===== src/rtl/bin_to_bcd_seq_pkg.sv =====
// Shared definitions for the sequential binary-to-BCD converter feeding the 7-segment scan driver.
// FSM encoding, legal width range and the largest value three BCD digits can show.
package bin_to_bcd_seq_pkg;

    typedef enum logic [1:0] {
        ST_IDLE  = 2'd0,
        ST_SHIFT = 2'd1,
        ST_DONE  = 2'd2
    } state_t;

    localparam int BCD_MAX   = 999;
    localparam int WIDTH_MIN = 4;
    localparam int WIDTH_MAX = 10;

    // Nibbles at or above this value would exceed 9 after the next doubling.
    localparam logic [3:0] ADD3_THRESHOLD = 4'd5;

endpackage


===== src/rtl/bin_to_bcd_seq_add3.sv =====
// Double-dabble nibble correction: adds 3 to a BCD nibble that is 5 or more.
// Inputs 5..9 map to 8..12, so the 4-bit add never carries out.
module bin_to_bcd_seq_add3
    import bin_to_bcd_seq_pkg::*;
(
    input  logic [3:0] nibble,
    output logic [3:0] adjusted
);

    assign adjusted = (nibble >= ADD3_THRESHOLD) ? nibble + 4'd3 : nibble;

endmodule


===== src/rtl/bin_to_bcd_seq.sv =====
// Iterative shift-and-add-3 binary-to-BCD converter, one input bit per clock.
// Digits are only updated on completion so the display never shows intermediate values.
module bin_to_bcd_seq
    import bin_to_bcd_seq_pkg::*;
#(
    parameter int WIDTH = 8
) (
    input  logic             clk,
    input  logic             reset,
    input  logic             start,
    input  logic [WIDTH-1:0] bin,
    output logic [3:0]       ones,
    output logic [3:0]       tens,
    output logic [3:0]       hundreds,
    output logic             busy,
    output logic             done,
    output logic             overflow
);

    localparam int CW = $clog2(WIDTH + 1);
    localparam int SW = WIDTH + 12;

    if (WIDTH < WIDTH_MIN || WIDTH > WIDTH_MAX) begin : g_bad_width
        $fatal(1, "bin_to_bcd_seq: WIDTH must lie in 4..10");
    end

    state_t          state_reg, state_next;
    logic [SW-1:0]   scratch_reg, scratch_next;
    logic [CW-1:0]   cnt_reg, cnt_next;
    logic            ovf_reg, ovf_next;
    logic [3:0]      ones_reg, tens_reg, hundreds_reg;
    logic            done_reg, overflow_reg;
    logic [11:0]     bcd_adj;
    logic [SW-1:0]   scratch_adj;

    // Scratch layout: {hundreds, tens, ones, remaining binary bits}.
    for (genvar gi = 0; gi < 3; gi++) begin : g_add3
        bin_to_bcd_seq_add3 u_add3 (
            .nibble   (scratch_reg[WIDTH + 4*gi +: 4]),
            .adjusted (bcd_adj[4*gi +: 4])
        );
    end

    assign scratch_adj = {bcd_adj, scratch_reg[WIDTH-1:0]};

    always_comb begin
        state_next   = state_reg;
        scratch_next = scratch_reg;
        cnt_next     = cnt_reg;
        ovf_next     = ovf_reg;
        case (state_reg)
            ST_IDLE: begin
                if (start) begin
                    state_next   = ST_SHIFT;
                    scratch_next = {12'd0, bin};
                    cnt_next     = CW'(WIDTH);
                    ovf_next     = 32'(bin) > 32'(BCD_MAX);
                end
            end
            ST_SHIFT: begin
                scratch_next = {scratch_adj[SW-2:0], 1'b0};
                cnt_next     = cnt_reg - CW'(1);
                if (cnt_reg == CW'(1)) begin
                    state_next = ST_DONE;
                end
            end
            ST_DONE: begin
                state_next = ST_IDLE;
            end
            default: begin
                state_next = ST_IDLE;
            end
        endcase
    end

    always_ff @(posedge clk) begin
        if (reset) begin
            state_reg    <= ST_IDLE;
            scratch_reg  <= '0;
            cnt_reg      <= '0;
            ovf_reg      <= 1'b0;
            ones_reg     <= 4'd0;
            tens_reg     <= 4'd0;
            hundreds_reg <= 4'd0;
            done_reg     <= 1'b0;
            overflow_reg <= 1'b0;
        end else begin
            state_reg   <= state_next;
            scratch_reg <= scratch_next;
            cnt_reg     <= cnt_next;
            ovf_reg     <= ovf_next;
            done_reg    <= (state_reg == ST_DONE);
            if (state_reg == ST_DONE) begin
                overflow_reg <= ovf_reg;
                // Out-of-range values saturate rather than show truncated digits.
                if (ovf_reg) begin
                    ones_reg     <= 4'd9;
                    tens_reg     <= 4'd9;
                    hundreds_reg <= 4'd9;
                end else begin
                    ones_reg     <= scratch_reg[WIDTH +: 4];
                    tens_reg     <= scratch_reg[WIDTH + 4 +: 4];
                    hundreds_reg <= scratch_reg[WIDTH + 8 +: 4];
                end
            end
        end
    end

    assign ones     = ones_reg;
    assign tens     = tens_reg;
    assign hundreds = hundreds_reg;
    assign busy     = (state_reg != ST_IDLE);
    assign done     = done_reg;
    assign overflow = overflow_reg;

endmodule


===== config.mk =====
export PLATFORM = sky130hd
export DESIGN_NAME = bin_to_bcd_seq
export DESIGN_NICKNAME = d
export VERILOG_FILES = /design/src/rtl/bin_to_bcd_seq_pkg.sv /design/src/rtl/bin_to_bcd_seq_add3.sv /design/src/rtl/bin_to_bcd_seq.sv
export SDC_FILE = /design/constraint.sdc
export NUM_CORES = 1
export LEC_CHECK = 0
export ABC_AREA = 1
export BUFFER_PORTS_ARGS = -buffer_cell sky130_fd_sc_hd__buf_2
export CAP_MARGIN = 20
export CORE_ASPECT_RATIO = 1.1
export CORE_MARGIN = 3
export CORE_UTILIZATION = 60
export CTS_CLUSTER_SIZE = 25
export DETAILED_ROUTE_END_ITERATION = 8
export GPL_TIMING_DRIVEN = 0
export PLACE_DENSITY = 0.83
export SLEW_MARGIN = 20
export SYNTH_ARGS = -nofsm -noshare
export SYNTH_HDL_FRONTEND = slang
export SYNTH_SLANG_ARGS = --single-unit

===== constraint.sdc =====
create_clock -name clk -period 3.4 [get_ports clk]
set_input_delay 0.34 -clock clk [delete_from_list [all_inputs] [get_ports clk]]
set_output_delay 0.34 -clock clk [all_outputs]
set_load 0.1 [all_outputs]

# --- Yosys cells after proc, flatten, opt, wreduce, memory -nomap -nowiden ---
# Index checks and enable logic that the tools add are counted.
# Widths: inputs -> output; s select.
totals:
  regBits: 39
  latchBits: 0
  ramBits: 0
  mem_bits_ro: 0
  in_bits: 11
  output_inout_bits: 15
  word_cells: 34
  memories: 0
op_classes:
  addsub: 4
  n_mul: 0
  n_div: 0
  order_cmp: 3
  n_eq_ne: 5
  shifts: 0
  mux: 10
  bitwise_logic: 0
  reduce_logical: 5
ops:
  columns: ["operator", "n"]
  rows:
  - ["$pmux 20 s2", 1]
  - ["$mux 20", 1]
  - ["$ge 4x3->1 const B", 3]
  - ["$mux 4", 3]
  - ["$add 4x2->4 const B", 2]
  - ["$pmux 4 s2", 1]
  - ["$eq 4x1->1 const B", 1]
  - ["$mux 2", 2]
  - ["$ne 2x2->1 const B", 2]
  - ["$pmux 2 s2", 1]
  - ["$reduce_and 2->1", 2]
  - ["$reduce_bool 2->1", 2]
  - ["$sub 4x1->4 const B", 1]
  - ["$add 3x2->3 const B", 1]
  - ["$mux 3", 1]
  - ["$eq 2x1->1 const B", 1]
  - ["$eq 2x2->1 const B", 1]
  - ["$logic_not 2->1", 1]

# --- Depth between registers and ports, before layout ---
logic_depth:
  ltp_word: 3
  depth_mapped: 9
  mapped_depth_nobuf: 9

# --- Cells and area by module ---
# From an unflattened synthesis, not the netlist that was laid out.
hier_totals:
  cells_unflattened: 286
  hier_area_um2: 2019.4
modules_own_cells:
  columns: ["mod", "n_inst", "cells_each", "area_per_inst_um2", "seq_area_each_um2"]
  rows:
  - ["bin_to_bcd_seq", 1, 217, 1614.0, 780.7]
  - ["bin_to_bcd_seq_add3", 3, 23, 135.1, 0.0]

# --- Worst setup path before layout ---
# Ideal clock, no wire load.
synth_path:
  path_type: "reg-to-reg"
  from: "reg state_reg[0]"
  to: "reg scratch_reg[3]"
  setup_time_ns: 0.074
  arrival_time_ns: 1.557
  required_ns: 3.326
  setup_slack_ns: 1.769
  path_stages_with_launch: 7
  n_path_buf: 1
  synth_period_minus_slack_ns: 1.631
  path_cell_list: "dfxtp_1 -> inv_2 -> nand2_1 -> nor2_2 -> buf_4 -> nand2_1 -> a31oi_1"
synth_between:
  elab_chain_len: 3
  word_cells_on_any_way: 6
  classes_between: "2 x eq/ne; 1 x mux; 3 x reduce/logical"
synth_lines:
  columns: ["item", "line_no", "text"]
  rows:
  - ["start: declaration", "bin_to_bcd_seq.sv:27", "state_t state_reg, state_next;"]
  - ["start signal: assignment", "bin_to_bcd_seq.sv:88", "state_reg <= state_next;"]
  - ["$eq 2x1->1 / $logic_not 2->1 (equally long branches)", "bin_to_bcd_seq.sv:51", "case (state_reg)"]
  - ["$reduce_bool 2->1 (no source line) / $ne 2x2->1 (equally long branches)", null, null]
  - ["$reduce_and 2->1 (no source line)", null, null]
  - ["end signal: assignment", "bin_to_bcd_seq.sv:89", "scratch_reg <= scratch_next;"]
  - ["end: declaration", "bin_to_bcd_seq.sv:28", "logic [SW-1:0] scratch_reg, scratch_next;"]
# Several ways; a longest one is shown, not always the timed one.
# A chain may end at the register's enable or synchronous reset.

# --- Worst setup path in the final report ---
layout_path:
  from: "reg state_reg[1]"
  to: "out busy"
layout_between:
  elab_chain_len: 1
layout_lines:
  columns: ["item", "line_no", "text"]
  rows:
  - ["$reduce_bool 2->1", "bin_to_bcd_seq.sv:112", "assign busy = (state_reg != ST_IDLE);"]
  - ["end: declaration", "bin_to_bcd_seq.sv:15", "output logic busy,"]
# Every way passes these cells.

==> out/results.ini <==
[run_status]
status=completed

[logic_synthesis]
synth_edf_count=0
syn_inst=239
synthTopCellsByArea=dfxtp_1 (44%), nand2_1 (12%), a21oi_1 (6.7%)
yosysWarnings=0
async_flop_share_pct=0
ys_ff_latch=39
seq_area_frac_synth_pct=43.7
syn-num-nets=258
synth_top_area_cell=dfxtp_1
synth_top_area_share_pct=43.7
postSynthAreaPerCell_um2=7.48
synth_cell_types=23
synth_area_um2=1790
synth_ff_type=dfxtp_1
synthMostInstantiatedCell=nand2_1
synth_commonest_cells=nand2_1 (57), dfxtp_1 (39), a21oi_1 (24)

[global_route]
grt_pass1_wl_um=6270
grt-ovfl-total=0
grtUsageTotal_pct=21.9
grt_max_degree=11
grt_pass1_vias=1480
antenna_found_initial=0

[critical_path]
crit_fanout=3
crit_chain=inv_2 > nand2_1 > buf_2
cp_slowest_cell=buf_2
crit_path_start_kind=register
reg2regPathDepth=9
cp-end-kind=output pin
arrival_ns=1.33
crit_buf_inv=2
path_depth=3
critPathKind=register to output pin
cp_top_family=buffers and inverters
required_ns=3.06
crit_path_max_incr_delay_ns=0.43

[drt]
num_vias=1636
drc=0
drtPass1Iterations=5
routed_wl_um=3740
avgRoutedWirePerCell_um=12.4
ant_nets=0
drtIter0Drc=60
viasPerCell=5.42

[timing]
layout_setup_ws_ns=1.73
finalCritPeriodShare_pct=49.0
tightest_slew_ns=0.513
max_freq_mhz=600
slew_viol_final=0
grt_setup_unrepaired=no
tns_ns=0
setup_viol=0
slew_headroom_pct=65.8
finalCriticalPeriod_ns=1.67
hold_viol_final=0
fin_skew_ns=0.00506

[floorplanning]
die_x_um=58.1
fp-row-count=20
die_h_um=63.3
design.core.area_um2=2800
initial_utilization_pct=63.8
ios=26
dieArea_um2=3670

[clock_network]
root_buffer=clkbuf_4
numCtsBuffers=5
cts_resized=0
worst_skew_pair.late_latency_ns=0.34
path_clk_slew_ns=0.10
post-cts-setup-buffers=0
cts_max_level=2
hold_buffers=0
clk_path_buf_depth=2
cts_num_sinks=39
cts_tree=built

[final_layout]
instances_no_fill=302
nNetsFinal=289
largest_reg_flops=20
utilization_pct=71.0
diodes=0
areaGrowthSynthToFinish_pct=11.3
drive_gt1_share_pct=17.8

[hold_path]
min_path_cells=2
min_path_type=input pin to register

[placed_design]
port_buffers=24
place_hpwl_um=2680
gp_congestion=0.802
place_ws_ns=2.07
dpl.cell_count=296

[job]
max-cap-violations=0

[pwr]
p_per_area_nw_per_um2=404
p_leak_uw=0.000902
vdd_drop_max_v=0.000332

-- power by group --
group	internal, µW	total [µW]	switching, µW
Sequential	471	480	8.61
Clock	73.6	211	137
Combinational	33.5	113	79.5
Total	578	804	225
-- path summary, 6_finish.rpt --
kind / from / to / slack (ns)
setup / recovery: state_reg[1] / busy / 1.73
hold / removal: reset / scratch_reg[2] / 0.21
setup reg to reg: scratch_reg[12] / scratch_reg[16] / 2.03
hold reg to reg: scratch_reg[19] / scratch_reg[19] / 0.48
-- placed cells by master, fill, tap and decap left out --
cell	count
nand2_1	57
dfxtp_1	39
buf_2	26
a21oi_1	24
inv_1	22
o21ai_0	18
nand3_1	18
nor2_1	17
ha_1	8
a31oi_1	7
nand4_1	6
clkbuf_4	5
buf_4	4
inv_2	3
buf_6	3
clkbuf_1	3
nand2_2	2
nor2_4	1
nor2_2	1
o21ai_2	1
nand3_2	1
o211ai_2	1
a22oi_1	1
conb_1	1
-- cells by family after synthesis --
kind of cell / count (synthesis) / share of synthesized area, %
and+or+nand+nor: 103 / 24.9
AOI/OAI and AO/OA: 52 / 15.8
DFF: 39 / 43.7
buffers and inverters: 36 / 9.80
adders and majority gates: 8 / 5.60
other: 1 / 0.210
-- stage by stage --
stage / total power (µW) / instance area (µm²) / hold WS (ns)
final: 804 / 1990 / 0.206
after global routing: 839 / 1990 / 0.209
after CTS: 808 / 1990 / 0.196
after detailed placement: 602 / 1950 / 0.464
after global placement: 600 / 1950 / 0.452
after floorplan: 575 / 1790 / 0.409
-- routing by layer --
| layer | wire length, µm | GRT usage, % |
|---|---|---|
| met1 | 1680 | 26.5 |
| met2 | 1820 | 36.2 |
| met3 | 189 | 4.71 |
| met4 | 48 | 10.7 |
| met5 | 0 | 0 |
-- cell type report --
type,instances,area (µm²)
repair buffers,24,120
flip-flops and latches,39,781
inverters,25,93.8
plain buffers,11,81.3
multi-input cells,164,832
clock buffers,6,41.3
well taps,33,41.3
fillers,264,812
No activity file was read; power rests on OpenSTA's default activity.
